### src/rtl/dar_arbiter.sv
// Two-requester round-robin arbiter in front of a 128x8 register file, with a
// background sweep that zeroes every entry on request.
module dar_arbiter (
    input  logic       clk,
    input  logic       rst,
    input  logic       a_req,
    input  logic       a_we,
    input  logic [6:0] a_addr,
    input  logic [7:0] a_wdata,
    input  logic       b_req,
    input  logic       b_we,
    input  logic [6:0] b_addr,
    input  logic [7:0] b_wdata,
    output logic       a_gnt,
    output logic       b_gnt,
    output logic       a_rvalid,
    output logic       b_rvalid,
    output logic [7:0] a_rdata,
    output logic [7:0] b_rdata,
    input  logic       clr_req,
    output logic       clr_busy,
    output logic       clr_done,
    output logic       mem_w_en,
    output logic       mem_r_en,
    output logic [6:0] mem_addr,
    output logic [7:0] mem_wdata,
    input  logic [7:0] mem_rdata
);

    typedef enum logic [1:0] {
        IDLE   = 2'd0,
        ACCESS = 2'd1,
        CLEAR  = 2'd2
    } state_t;

    state_t     state;
    state_t     state_nxt;
    logic       ptr;
    logic [6:0] clr_cnt;
    logic       clr_pend;
    logic       lat_id;
    logic       lat_we;
    logic [6:0] lat_addr;
    logic [7:0] lat_wdata;
    logic       clear_now;
    logic       any_req;
    logic       win_id;
    logic       clr_last;

    // A clr_req arriving in IDLE counts immediately so it beats a same-cycle request
    always_comb begin
        clear_now = clr_pend | clr_req;
        any_req   = a_req | b_req;
        win_id    = (a_req && b_req) ? ptr : b_req;
        clr_last  = (clr_cnt == 7'd127);
    end

    always_ff @(posedge clk) begin
        if (!rst) begin
            state <= IDLE;
        end else begin
            state <= state_nxt;
        end
    end

    always_comb begin
        state_nxt = state;
        case (state)
            IDLE: begin
                if (clear_now) begin
                    state_nxt = CLEAR;
                end else if (any_req) begin
                    state_nxt = ACCESS;
                end
            end
            ACCESS: state_nxt = IDLE;
            CLEAR: begin
                if (clr_last) begin
                    state_nxt = IDLE;
                end
            end
            default: state_nxt = IDLE;
        endcase
    end

    // Grants and the register-file port are decoded from the current state only
    always_comb begin
        a_gnt     = 1'b0;
        b_gnt     = 1'b0;
        clr_busy  = 1'b0;
        mem_w_en  = 1'b0;
        mem_r_en  = 1'b0;
        mem_addr  = 7'd0;
        mem_wdata = 8'd0;
        case (state)
            ACCESS: begin
                a_gnt    = ~lat_id;
                b_gnt    = lat_id;
                mem_addr = lat_addr;
                mem_w_en = lat_we;
                mem_r_en = ~lat_we;
                if (lat_we) begin
                    mem_wdata = lat_wdata;
                end
            end
            CLEAR: begin
                clr_busy = 1'b1;
                mem_w_en = 1'b1;
                mem_addr = clr_cnt;
            end
            default: ;
        endcase
    end

    always_ff @(posedge clk) begin
        if (!rst) begin
            lat_id    <= 1'b0;
            lat_we    <= 1'b0;
            lat_addr  <= 7'd0;
            lat_wdata <= 8'd0;
        end else if (state == IDLE && !clear_now && any_req) begin
            lat_id    <= win_id;
            lat_we    <= win_id ? b_we    : a_we;
            lat_addr  <= win_id ? b_addr  : a_addr;
            lat_wdata <= win_id ? b_wdata : a_wdata;
        end
    end

    // Priority passes to whichever requester was not just served
    always_ff @(posedge clk) begin
        if (!rst) begin
            ptr <= 1'b0;
        end else if (state == ACCESS) begin
            ptr <= ~lat_id;
        end
    end

    always_ff @(posedge clk) begin
        if (!rst) begin
            clr_cnt  <= 7'd0;
            clr_pend <= 1'b0;
            clr_done <= 1'b0;
        end else begin
            clr_done <= 1'b0;
            if (state == CLEAR) begin
                clr_cnt <= clr_cnt + 7'd1;
                if (clr_last) begin
                    clr_pend <= 1'b0;
                    clr_done <= 1'b1;
                end
            end else if (clr_req) begin
                clr_pend <= 1'b1;
            end
        end
    end

    always_ff @(posedge clk) begin
        if (!rst) begin
            a_rvalid <= 1'b0;
            b_rvalid <= 1'b0;
            a_rdata  <= 8'd0;
            b_rdata  <= 8'd0;
        end else begin
            a_rvalid <= 1'b0;
            b_rvalid <= 1'b0;
            if (state == ACCESS && !lat_we) begin
                if (lat_id) begin
                    b_rdata  <= mem_rdata;
                    b_rvalid <= 1'b1;
                end else begin
                    a_rdata  <= mem_rdata;
                    a_rvalid <= 1'b1;
                end
            end
        end
    end

endmodule

### config.mk
export PLATFORM = sky130hd
export DESIGN_NAME = dar_arbiter
export DESIGN_NICKNAME = d
export VERILOG_FILES = /design/src/rtl/dar_arbiter.sv
export SDC_FILE = /design/constraint.sdc
export NUM_CORES = 1
export LEC_CHECK = 0
export CAP_MARGIN = 40
export CORE_MARGIN = 2
export CORE_UTILIZATION = 40
export CTS_CLUSTER_SIZE = 16
export DETAILED_ROUTE_END_ITERATION = 8
export PLACE_DENSITY = 0.74
export SETUP_SLACK_MARGIN = 0.15
export SLEW_MARGIN = 20
export SYNTH_ARGS = -nofsm -noshare
export SYNTH_HDL_FRONTEND = slang
export SYNTH_SLANG_ARGS = --single-unit
### constraint.sdc
create_clock -name clk -period 2.6 [get_ports clk]
set_input_delay 0.52 -clock clk [delete_from_list [all_inputs] [get_ports clk]]
set_output_delay 0.52 -clock clk [all_outputs]
set_load 0.005 [all_outputs]
Word level (Yosys, flattened, before mapping) --
Index checks and enable logic that the tools add are counted.
Storage, ports and cells: register bits after elaboration 47, input bits 45, output and inout bits 39, logic and storage cells 59
Cells by class: add/subtract/negate cells 1, equality and inequality tests 5, multiplexer cells 22, bitwise logic cells 4, reduce and logical (&&, ||, !) cells 14
Operators with widths (number):
- $mux 8 | 3
- $pmux 7 s2 | 1
- $mux 1 | 12
- $reduce_and 2->1 | 6
- $add 7x1->7 const B | 1
- $eq 7x7->1 const B | 1
- $mux 7 | 1
- $mux 2 | 3
- $logic_and 1x1->1 | 4
- $pmux 2 s2 | 1
- $ne 3x3->1 const B | 1
- $eq 2x1->1 const B | 1
- $eq 2x2->1 const B | 1
- $logic_not 1->1 | 2
- $logic_not 2->1 | 1
- $ne 2x2->1 const B | 1
- $not 1->1 | 2
- $or 1x1->1 | 2
- $pmux 1 s2 | 1
- $reduce_bool 2->1 | 1

Logic depth before layout (Yosys ltp) --
Gate-level depths: netlist of run 1.
word-level depth 4, mapped depth 7, depth with buffers taken out 5

Worst setup path before layout of run 1 --
No wires, ideal clock.
path type register to output, start register state[0], end output port mem_addr[1], data arrival time 1.198 ns, data required time 2.080 ns, slack 0.882 ns, stages on the path, launching flop included 7, buffers on the path 2, cell sequence dfxtp_1 -> inv_1 -> ha_1 -> clkbuf_1 -> buf_2 -> a22oi_1 -> nor2b_1
On the way: longest elaborated chain between the ends 2, elaborated cells between the ends (all ways) 3, classes of those cells eq/ne: 2; mux: 1
Ends and longest elaborated chain:
- from (decl) | RTL line 36 | state_t state;
- from (signal assigned) | RTL line 62 | state <= state_nxt;
- $eq 2x2->1 / $eq 2x1->1 (equally long branches) | RTL line 95 | case (state)
- $pmux 7 s2 (*) | RTL line 95
- to (decl) | RTL line 25 | output logic [6:0] mem_addr,
Every way passes the cells marked *; elsewhere a longest branch is shown, timed or not.

Worst setup path after layout of run 1 --
start register state[1], end output port mem_addr[3]
The elaborated chain is that of the path after synthesis.

==> results.md, run 1 <==
- Die Footprint: 6070 um^2
- Initial core utilization: 0.420
- Met3 Resource Use GR: 0.0267
- Grt peak-use layer: met2
- Crit path largest cell delay: 0.52 ns
- Share of cells above drive strength 1: 0.134
- Synth-to-layout area growth: 45.8%
- Final worst-path setup slack: 0.169 ns
- TritonCTS clock tree: done
- DRT antenna net count: 0
- Slew Limit Headroom: 0.571
- Die Y: 77.9 um
- Unrepaired setup endpoints after global routing: true
- H-Tree Depth: 2
- HP Class: register to register
- CORE AREA: 5200 um^2
- Worst-path fanout max: 8
- Power Internal: 1.22 mW
- Ant. Diodes: 0
- Routed length per instance: 16.1 um
- Clock transition at path regs: 0.09 ns
- Max Transition Viols Final: 0
- Fillers: 462
- FF+latch count, synth: 47
- Worst vdd ir: 0.000327 V
- Setup violators final: 0
- Root buffer cell: clkbuf_8
- Multi-input combinational cell area: 1150 um^2
- Worst-margin pin slew: 0.642 ns
- Largest net degree at the start of global routing: 27
- DRC violations left: 0
- Tcrit/Tclk final: 0.935
- Placer congestion estimate: 0.770
- Commonest non-fill, non-tap cell in the layout: clkdlybuf4s50_1
- Global routing usage on met1: 0.269
- Buffers & Inverters on Critical Path: 2
- Synthesized Nets: 270
- Syn_area_per_cell: 9.93 um^2
- Leakage: 1.19 nW
- Post-Syn Instances: 220
- CP required: 2.08 ns
- Clk pwr share: 0.266
- Skew-Pair Late Insertion Delay: 0.30 ns
- First-pass GRT wire length: 9.92 mm
- Top Family by Delay on Critical Path: buffers and inverters
- Arrival time at the worst endpoint: 1.91 ns
- Outcome: completed
- Vias per cell: 5.47
- Number of CTS-inserted buffers: 5
- P_sw: 519 uW
- CP max-delay cell: clkdlybuf4s50_1
- Crit start category: register
- Clock period minus worst slack: 2.43 ns
- # hold bufs at CTS: 0
- Number of top-level pins: 84
- Maxcap violations: 0
- Power per Cell Area: 547 nW/um^2
- Count of different cell masters after synthesis: 36
- Endpoints failing hold: 0
- Row count: 26
- Setup Buffers After CTS: 0
- Skew final: 0.00975 ns
- Comb power frac: 0.255
- Final HPWL DP: 4.21 mm
- Synthesized area: 2180 um^2
- Pre-CTS setup slack: 0.210 ns
- Sequential share of the synthesized area: 0.431
- Clock tree buffer depth: 2
- Final wirelength: 5.95 mm
- Initial drt markers: 153
- Vias in the first global route: 2029
- Total GRT Usage: 0.202
- Crit Path Class: register to output port
- Ys Warns: 0
- DRT Pass-1 Iters: 4
- Most frequent cells in the layout: clkdlybuf4s50_1 (83), dfxtp_1 (45), nor2_1 (25)
- Crit-path cells: inv_1, ha_2, nor2b_1, clkdlybuf4s50_1
- Die W: 77.9 um
- Gr ovfl total: 0
- Fin nets: 348
- Sw Ratio: 0.298
- Initial antenna violation count: 0
- Met2 Resource Use GR: 0.328
- Total vias in the final route: 2018
- FMAX: 411 MHz
- TritonCTS Sinks: 47
- PortBufs: 83
- Reg power frac: 0.479
- Setup TNS: 0 ns
- Register Area: 943 um^2
- Setup crit end kind: output port
-- tightest hold or removal path, cell delays in order, from the launching register on --
cell     delay, ns
dfxtp_1       0.34
mux2i_1       0.06
nor2_1        0.07
-- synthesized netlist by cell type --
master / n / area share
xor2_1: 3 / 0.012
nand3b_1: 1 / 0.0034
mux2i_1: 17 / 0.078
xnor2_1: 1 / 0.0040
nor3b_1: 1 / 0.0034
or3_1: 3 / 0.0086
o311ai_0: 1 / 0.0040
clkinv_1: 2 / 0.0034
o21ai_0: 5 / 0.011
a21bo_1: 1 / 0.0046
or2_2: 1 / 0.0029
o221a_2: 16 / 0.082
nand2_1: 4 / 0.0069
a32o_1: 1 / 0.0046
o2111ai_1: 1 / 0.0040
o221ai_1: 1 / 0.0040
o32a_1: 16 / 0.073
ha_1: 5 / 0.029
buf_6: 2 / 0.010
and3_1: 8 / 0.023
nor2b_1: 11 / 0.032
a22oi_1: 7 / 0.024
nand3_1: 3 / 0.0069
nor2_8: 1 / 0.0092
or3b_1: 1 / 0.0040
nor3_1: 1 / 0.0023
inv_1: 3 / 0.0052
nor2_1: 25 / 0.043
a21oi_1: 6 / 0.014
clkbuf_1: 12 / 0.021
or3b_2: 1 / 0.0040
buf_2: 5 / 0.011
nand4_1: 4 / 0.011
o21a_1: 1 / 0.0034
and2_1: 2 / 0.0057
dfxtp_1: 47 / 0.43
-- power by group through the flow --
stage	clock network [mW]	registers, mW	logic (mW)
2_1_floorplan	0	0.829	0.269
6_report	0.464	0.834	0.444
3_5_place_dp	0	0.846	0.432
5_1_grt	0.505	0.843	0.484
3_3_place_gp	0	0.846	0.420
4_1_cts	0.473	0.832	0.443
-- final cells by class --
| type | instances | area share |
|---|---|---|
| multi-input combinational | 149 | 0.363 |
| sequential | 47 | 0.296 |
| timing repair buffer | 90 | 0.278 |
| tap | 70 | 0.0275 |
| clock buffer | 5 | 0.0216 |
| clock inverter | 3 | 0.00786 |
| inverter | 5 | 0.00589 |
-- cell families (layout without fill, tap and decap cells) --
| family | after synthesis | count (layout) | synth area share |
|---|---|---|---|
| simple gates | 67 | 67 | 0.166 |
| compound gates | 56 | 56 | 0.230 |
| flops | 47 | 47 | 0.431 |
| buf+inv | 24 | 103 | 0.0510 |
| mux | 17 | 17 | 0.0779 |
| fa+ha+maj | 5 | 5 | 0.0286 |
| xor+xnor | 4 | 4 | 0.0160 |
-- sequential cells by signal, indices dropped and copies added, names as in the netlist --
name	flops
a_rvalid	1
lat_addr	7
lat_id	1
b_rvalid	1
state	2
ptr	1
lat_wdata	8
a_rdata	8
lat_we	1
clr_cnt	7
clr_done	1
clr_pend	1
b_rdata	8
-- worst paths after layout --
path / endpoint / depth (start not counted) / slack [ns] / startpoint
worst max-delay path: mem_addr[3] / 4 / 0.17 / state[1]
worst min-delay path: a_rdata[2] / 2 / 0.51 / a_rdata[2]
worst max register to register: lat_id / 5 / 0.73 / state[1]
worst min register to register: a_rdata[2] / 2 / 0.51 / a_rdata[2]
-- through the flow --
| step | instance area (um^2) | instances | total power [mW] | utilization | hold slack (ns) |
|---|---|---|---|---|---|
| floorplan | 2180 | 220 | 1.10 | - | 0.471 |
| global placement | 3060 | 360 | 1.27 | 0.588 | 0.475 |
| detailed placement | 3070 | 361 | 1.28 | 0.590 | 0.484 |
| CTS | 3190 | 369 | 1.75 | 0.612 | 0.508 |
| global route | 3190 | 369 | 1.83 | 0.612 | 0.535 |
| finish | 3190 | 369 | 1.74 | 0.612 | 0.506 |
-- repair_timing --
item | 4_1_cts | 5_1_grt
gates resized for setup | 6 | 0
hold endpoints to repair | 0 | 0
setup endpoints to repair | 19 | 7
pin swaps | 0 | 0
gates cloned | 0 | 0
-- per-layer routing --
layer	up-vias	routed length (um)
li1	981	-
met1	982	2770
met5	-	0
met4	0	115
met2	47	2880
met3	8	184
No activity file was read; power rests on OpenSTA's default activity.
==> inputs of run 2 (changes only) <==
--- a/config.mk
+++ b/config.mk
@@ -12,7 +12,7 @@
 export DETAILED_ROUTE_END_ITERATION = 8
 export PLACE_DENSITY = 0.74
 export SETUP_SLACK_MARGIN = 0.15
-export SLEW_MARGIN = 20
+export SLEW_MARGIN = 10
 export SYNTH_ARGS = -nofsm -noshare
 export SYNTH_HDL_FRONTEND = slang
 export SYNTH_SLANG_ARGS = --single-unit
==> constraint.sdc (replaced) <==
create_clock -name clk -period 2.6 [get_ports clk]
set_input_delay 0.39 -clock clk [delete_from_list [all_inputs] [get_ports clk]]
set_output_delay 0.39 -clock clk [all_outputs]
set_load 0.01 [all_outputs]
==> results.md, run 2 (synthesized netlist as in run 1, its figures left out) <==
- Final wirelength: 5.76 mm (-3.1%)
- Crit-path cells: inv_1, ha_2, nor2b_1, clkdlybuf4s50_1
- Clock transition at path regs: 0.09 ns (about the same)
- Fillers: 468 (+1.3%)
- CP max-delay cell: clkdlybuf4s50_1
- FMAX: 428 MHz (+3.9%)
- Slew Limit Headroom: 0.546 (-0.0255)
- Power per Cell Area: 548 nW/um^2 (+0.14%)
- Register Area: 942 um^2 (-0.13%)
- Die W: 77.9 um (unchanged)
- Row count: 26 (unchanged)
- Skew-Pair Late Insertion Delay: 0.31 ns (about the same)
- Initial drt markers: 81 (-47%)
- First-pass GRT wire length: 9.48 mm (-4.4%)
- Crit start category: register
- Setup crit end kind: output port
- Sw Ratio: 0.297 (-0.000781)
- Unrepaired setup endpoints after global routing: false
- Clock tree buffer depth: 2 (unchanged)
- CP required: 2.21 ns (+0.13 ns)
- Endpoints failing hold: 0 (unchanged)
- TritonCTS clock tree: done
- Largest net degree at the start of global routing: 25 (-7.4%)
- Reg power frac: 0.478 (about the same)
- # hold bufs at CTS: 0 (unchanged)
- Maxcap violations: 0 (unchanged)
- Worst vdd ir: 0.000260 V (-21%)
- DRT antenna net count: 0 (unchanged)
- Initial core utilization: 0.420 (unchanged)
- Root buffer cell: clkbuf_8
- Buffers & Inverters on Critical Path: 2 (unchanged)
- TritonCTS Sinks: 47 (unchanged)
- Clk pwr share: 0.263 (-0.003)
- Number of CTS-inserted buffers: 5 (unchanged)
- Comb power frac: 0.260 (+0.005)
- Setup TNS: 0 ns (unchanged)
- CORE AREA: 5200 um^2 (unchanged)
- Arrival time at the worst endpoint: 1.95 ns (+0.04 ns)
- Worst-margin pin slew: 0.680 ns (+0.0382 ns)
- Ant. Diodes: 0 (unchanged)
- Final HPWL DP: 4.20 mm (-0.23%)
- Outcome: completed
- P_sw: 518 uW (-0.20%)
- Most frequent cells in the layout: clkdlybuf4s50_1 (83), dfxtp_1 (46), nor2_1 (25)
- Fin nets: 348 (unchanged)
- Crit path largest cell delay: 0.59 ns (+0.07 ns)
- Max Transition Viols Final: 0 (unchanged)
- Worst-path fanout max: 8 (unchanged)
- DRC violations left: 0 (unchanged)
- Leakage: 1.20 nW (+0.59%)
- DRT Pass-1 Iters: 4 (unchanged)
- Crit Path Class: register to output port
- H-Tree Depth: 2 (unchanged)
- Tcrit/Tclk final: 0.900 (-0.0355)
- Vias in the first global route: 1925 (-5.1%)
- Power Internal: 1.23 mW (+0.17%)
- Top flop regs: a_rdata x8, b_rdata x8, lat_wdata x8
- Share of cells above drive strength 1: 0.127 (-0.00669)
- Initial antenna violation count: 0 (unchanged)
- Setup Buffers After CTS: 0 (unchanged)
- Number of top-level pins: 84 (unchanged)
- PortBufs: 83 (unchanged)
- HP Class: register to register
- Routed length per instance: 15.6 um (-3.1%)
- Vias per cell: 5.43 (-0.69%)
- Gr ovfl total: 0 (unchanged)
- Die Footprint: 6070 um^2 (unchanged)
- Placer congestion estimate: 0.790 (+2.6%)
- Synth-to-layout area growth: 45.7% (about the same)
- Hold slack: 0.500 ns (-0.00668 ns)
- Skew final: 0.0117 ns (+0.00195 ns)
- Top Family by Delay on Critical Path: buffers and inverters
- Clock period minus worst slack: 2.34 ns (-0.0923 ns)
- Total GRT Usage: 0.194 (-0.00764)
- Commonest non-fill, non-tap cell in the layout: clkdlybuf4s50_1
- Multi-input combinational cell area: 1150 um^2 (-0.22%)
- Setup violators final: 0 (unchanged)
- Die Y: 77.9 um (unchanged)
- Total vias in the final route: 2004 (-0.69%)
[run 2: power groups by stage]
stage	Combinational [mW]	Clock (mW)	Sequential, mW
after global placement	0.429	0	0.846
final	0.452	0.458	0.833
after global routing	0.495	0.507	0.841
after CTS	0.442	0.472	0.830
after detailed placement	0.439	0	0.847
after floorplan	0.274	0	0.832
[run 2: worst min-delay path, cell delays in order (launching register included)]
cell and delay [ns]:
dfxtp_1 0.33, mux2i_1 0.06, nor2_1 0.07
[run 2: final cells by class]
type,instances,share of cell area
flip-flops and latches,47,0.296
inverters,5,0.00590
multi-input cells,149,0.362
well taps,70,0.0275
clock buffers,5,0.0216
repair buffers,90,0.280
clock inverters,3,0.00708
[run 2: final timing paths]
| kind | start | endpoint | slack, ns | cells past startpoint |
|---|---|---|---|---|
| max | state[0] | mem_addr[1] | 0.26 | 4 |
| min | a_rdata[3] | a_rdata[3] | 0.50 | 2 |
| max reg2reg | state[0] | lat_wdata[3] | 0.57 | 5 |
| min reg2reg | a_rdata[3] | a_rdata[3] | 0.50 | 2 |
[run 2: stage by stage]
stage,total power [mW],std cells,setup WS (ns),instance area [um^2],util
CTS,1.74,369,0.238,3170,0.608
global placement,1.27,360,0.270,3060,0.588
finish,1.74,369,0.261,3180,0.612
floorplan,1.11,220,0.947,2180,-
detailed placement,1.29,361,0.425,3070,0.590
global route,1.84,369,0.158,3180,0.612
[run 2: routing by layer]
layer	GRT usage	up-vias	part of all wire
met4	0.0737	0	0.018
met2	0.308	53	0.48
met1	0.261	961	0.45
met3	0.0395	10	0.048
met5	0	-	0
li1	-	980	-
[run 2: timing repair]
action	4_1_cts	5_1_grt
endpoints found under the setup margin	2	4
cloned	0	0
resized for setup	1	4
pin swaps	0	0
==> inputs of run 3 (changes only) <==
--- a/config.mk
+++ b/config.mk
@@ -10,6 +10,7 @@
 export CORE_UTILIZATION = 40
 export CTS_CLUSTER_SIZE = 16
 export DETAILED_ROUTE_END_ITERATION = 8
+export MAX_ROUTING_LAYER = met4
 export PLACE_DENSITY = 0.74
 export SETUP_SLACK_MARGIN = 0.15
 export SLEW_MARGIN = 10
==> results.md, run 3 (synthesized netlist as in run 1, its figures left out) <==
- Leakage: 1.20 nW (unchanged)
- Largest net degree at the start of global routing: 25 (unchanged)
- Hold slack: 0.499 ns (-0.000899 ns)
- Crit start category: register
- CTS resizes: 1 (unchanged)
- Clock transition at path regs: 0.09 ns (about the same)
- Clock period minus worst slack: 2.34 ns (+0.00200 ns)
- Maxcap violations: 0 (unchanged)
- Total GRT Usage: 0.201 (+0.00639)
- Setup violators final: 0 (unchanged)
- Initial core utilization: 0.420 (unchanged)
- Skew-Pair Late Insertion Delay: 0.31 ns (about the same)
- DRC violations left: 0 (unchanged)
- Die W: 77.9 um (unchanged)
- Placed instance count: 361 (unchanged)
- Number of top-level pins: 84 (unchanged)
- Setup crit end kind: output port
- Vias per cell: 5.44 (about the same)
- Share of cells above drive strength 1: 0.127 (unchanged)
- Skew final: 0.0117 ns (+0.00000630 ns)
- Initial antenna violation count: 0 (unchanged)
- TritonCTS clock tree: done
- Tcrit/Tclk final: 0.900 (about the same)
- Unrepaired setup endpoints after global routing: false
- Worst-margin pin slew: 0.680 ns (-0.0000114 ns)
- Non-filler cells, final: 369 (unchanged)
- PortBufs: 83 (unchanged)
- Outcome: completed
- Final wirelength: 5.76 mm (about the same)
- TritonCTS Sinks: 47 (unchanged)
- Final core occ: 0.612 (unchanged)
- Crit Path Class: register to output port
- DP Area: 3070 um^2 (unchanged)
- Setup TNS: 0 ns (unchanged)
- Clock tree buffer depth: 2 (unchanged)
- Total power: 1.74 mW (-0.11%)
- Initial drt markers: 77 (-4.9%)
- Placer congestion estimate: 0.802 (+1.4%)
- Synth-to-layout area growth: 45.7% (unchanged)
- Commonest non-fill, non-tap cell in the layout: clkdlybuf4s50_1
- Worst-path fanout max: 8 (unchanged)
- Pre-CTS setup slack: 0.425 ns (unchanged)
- Root buffer cell: clkbuf_8
- Total vias in the final route: 2006 (+0.10%)
- Ant. Diodes: 0 (unchanged)
- CORE AREA: 5200 um^2 (unchanged)
- Number of CTS-inserted buffers: 5 (unchanged)
- Endpoints failing hold: 0 (unchanged)
- Gr ovfl total: 0 (unchanged)
- Most frequent cells in the layout: clkdlybuf4s50_1 (83), dfxtp_1 (46), nor2_1 (25)
- Routed length per instance: 15.6 um (about the same)
- Final worst-path setup slack: 0.259 ns (-0.00200 ns)
- CP required: 2.21 ns (about the same)
- Post-route cell area: 3180 um^2 (unchanged)
- # hold bufs at CTS: 0 (unchanged)
- Slew Limit Headroom: 0.546 (about the same)
- Row count: 26 (unchanged)
- Power per Cell Area: 547 nW/um^2 (-0.11%)
- Setup Buffers After CTS: 0 (unchanged)
- Die Footprint: 6070 um^2 (unchanged)
- H-Tree Depth: 2 (unchanged)
- Arrival time at the worst endpoint: 1.95 ns (about the same)
- DRT Pass-1 Iters: 4 (unchanged)
- Die Y: 77.9 um (unchanged)
- Worst vdd ir: 0.000260 V (about the same)
- Vias in the first global route: 1924 (-0.052%)
- DRT antenna net count: 0 (unchanged)
- Final HPWL DP: 4.20 mm (unchanged)
- Top flop regs: a_rdata x8, b_rdata x8, lat_wdata x8
- Fin nets: 348 (unchanged)
- First-pass GRT wire length: 9.51 mm (+0.30%)
- FMAX: 427 MHz (about the same)
- HP Class: register to register
- Max Transition Viols Final: 0 (unchanged)
run 3: cell counts in the layout (fill, tap and decap cells not counted):
Identical to the previous run, type by type.
run 3: cell type report:
cell class	instances	area, um^2
clock buffer	5	68.8
clock inverter	3	22.5
fill	468	2020
inverter	5	18.8
multi-input combinational	149	1150
sequential	47	942
tap	70	87.6
timing repair buffer	90	891
run 3: final timing paths:
check / from / end / slack [ns] / cells after the start
setup / recovery: state[0] / mem_addr[1] / 0.26 / 4
hold / removal: a_rdata[3] / a_rdata[3] / 0.50 / 2
setup reg to reg: state[0] / lat_wdata[3] / 0.57 / 5
hold reg to reg: a_rdata[3] / a_rdata[3] / 0.50 / 2
run 3: critical path: stages (launching register included):
cell and delay [ns]:
dfxtp_1 0.38, inv_1 0.12, ha_2 0.41, nor2b_1 0.15, clkdlybuf4s50_1 0.59
run 3: metal layers:
metal / GRT usage / part of all wire
met2: 0.307 / 0.48
met3: 0.0453 / 0.040
met4: 0.0684 / 0.018
met5: - / 0
met1: 0.263 / 0.46
run 3: power by group:
| part | internal [mW] | leakage, nW | switching [mW] |
|---|---|---|---|
| registers | 0.781 | 0.383 | 0.0516 |
| clock network | 0.193 | 0.0485 | 0.263 |
| logic | 0.251 | 0.768 | 0.202 |
| total | 1.23 | 1.20 | 0.516 |
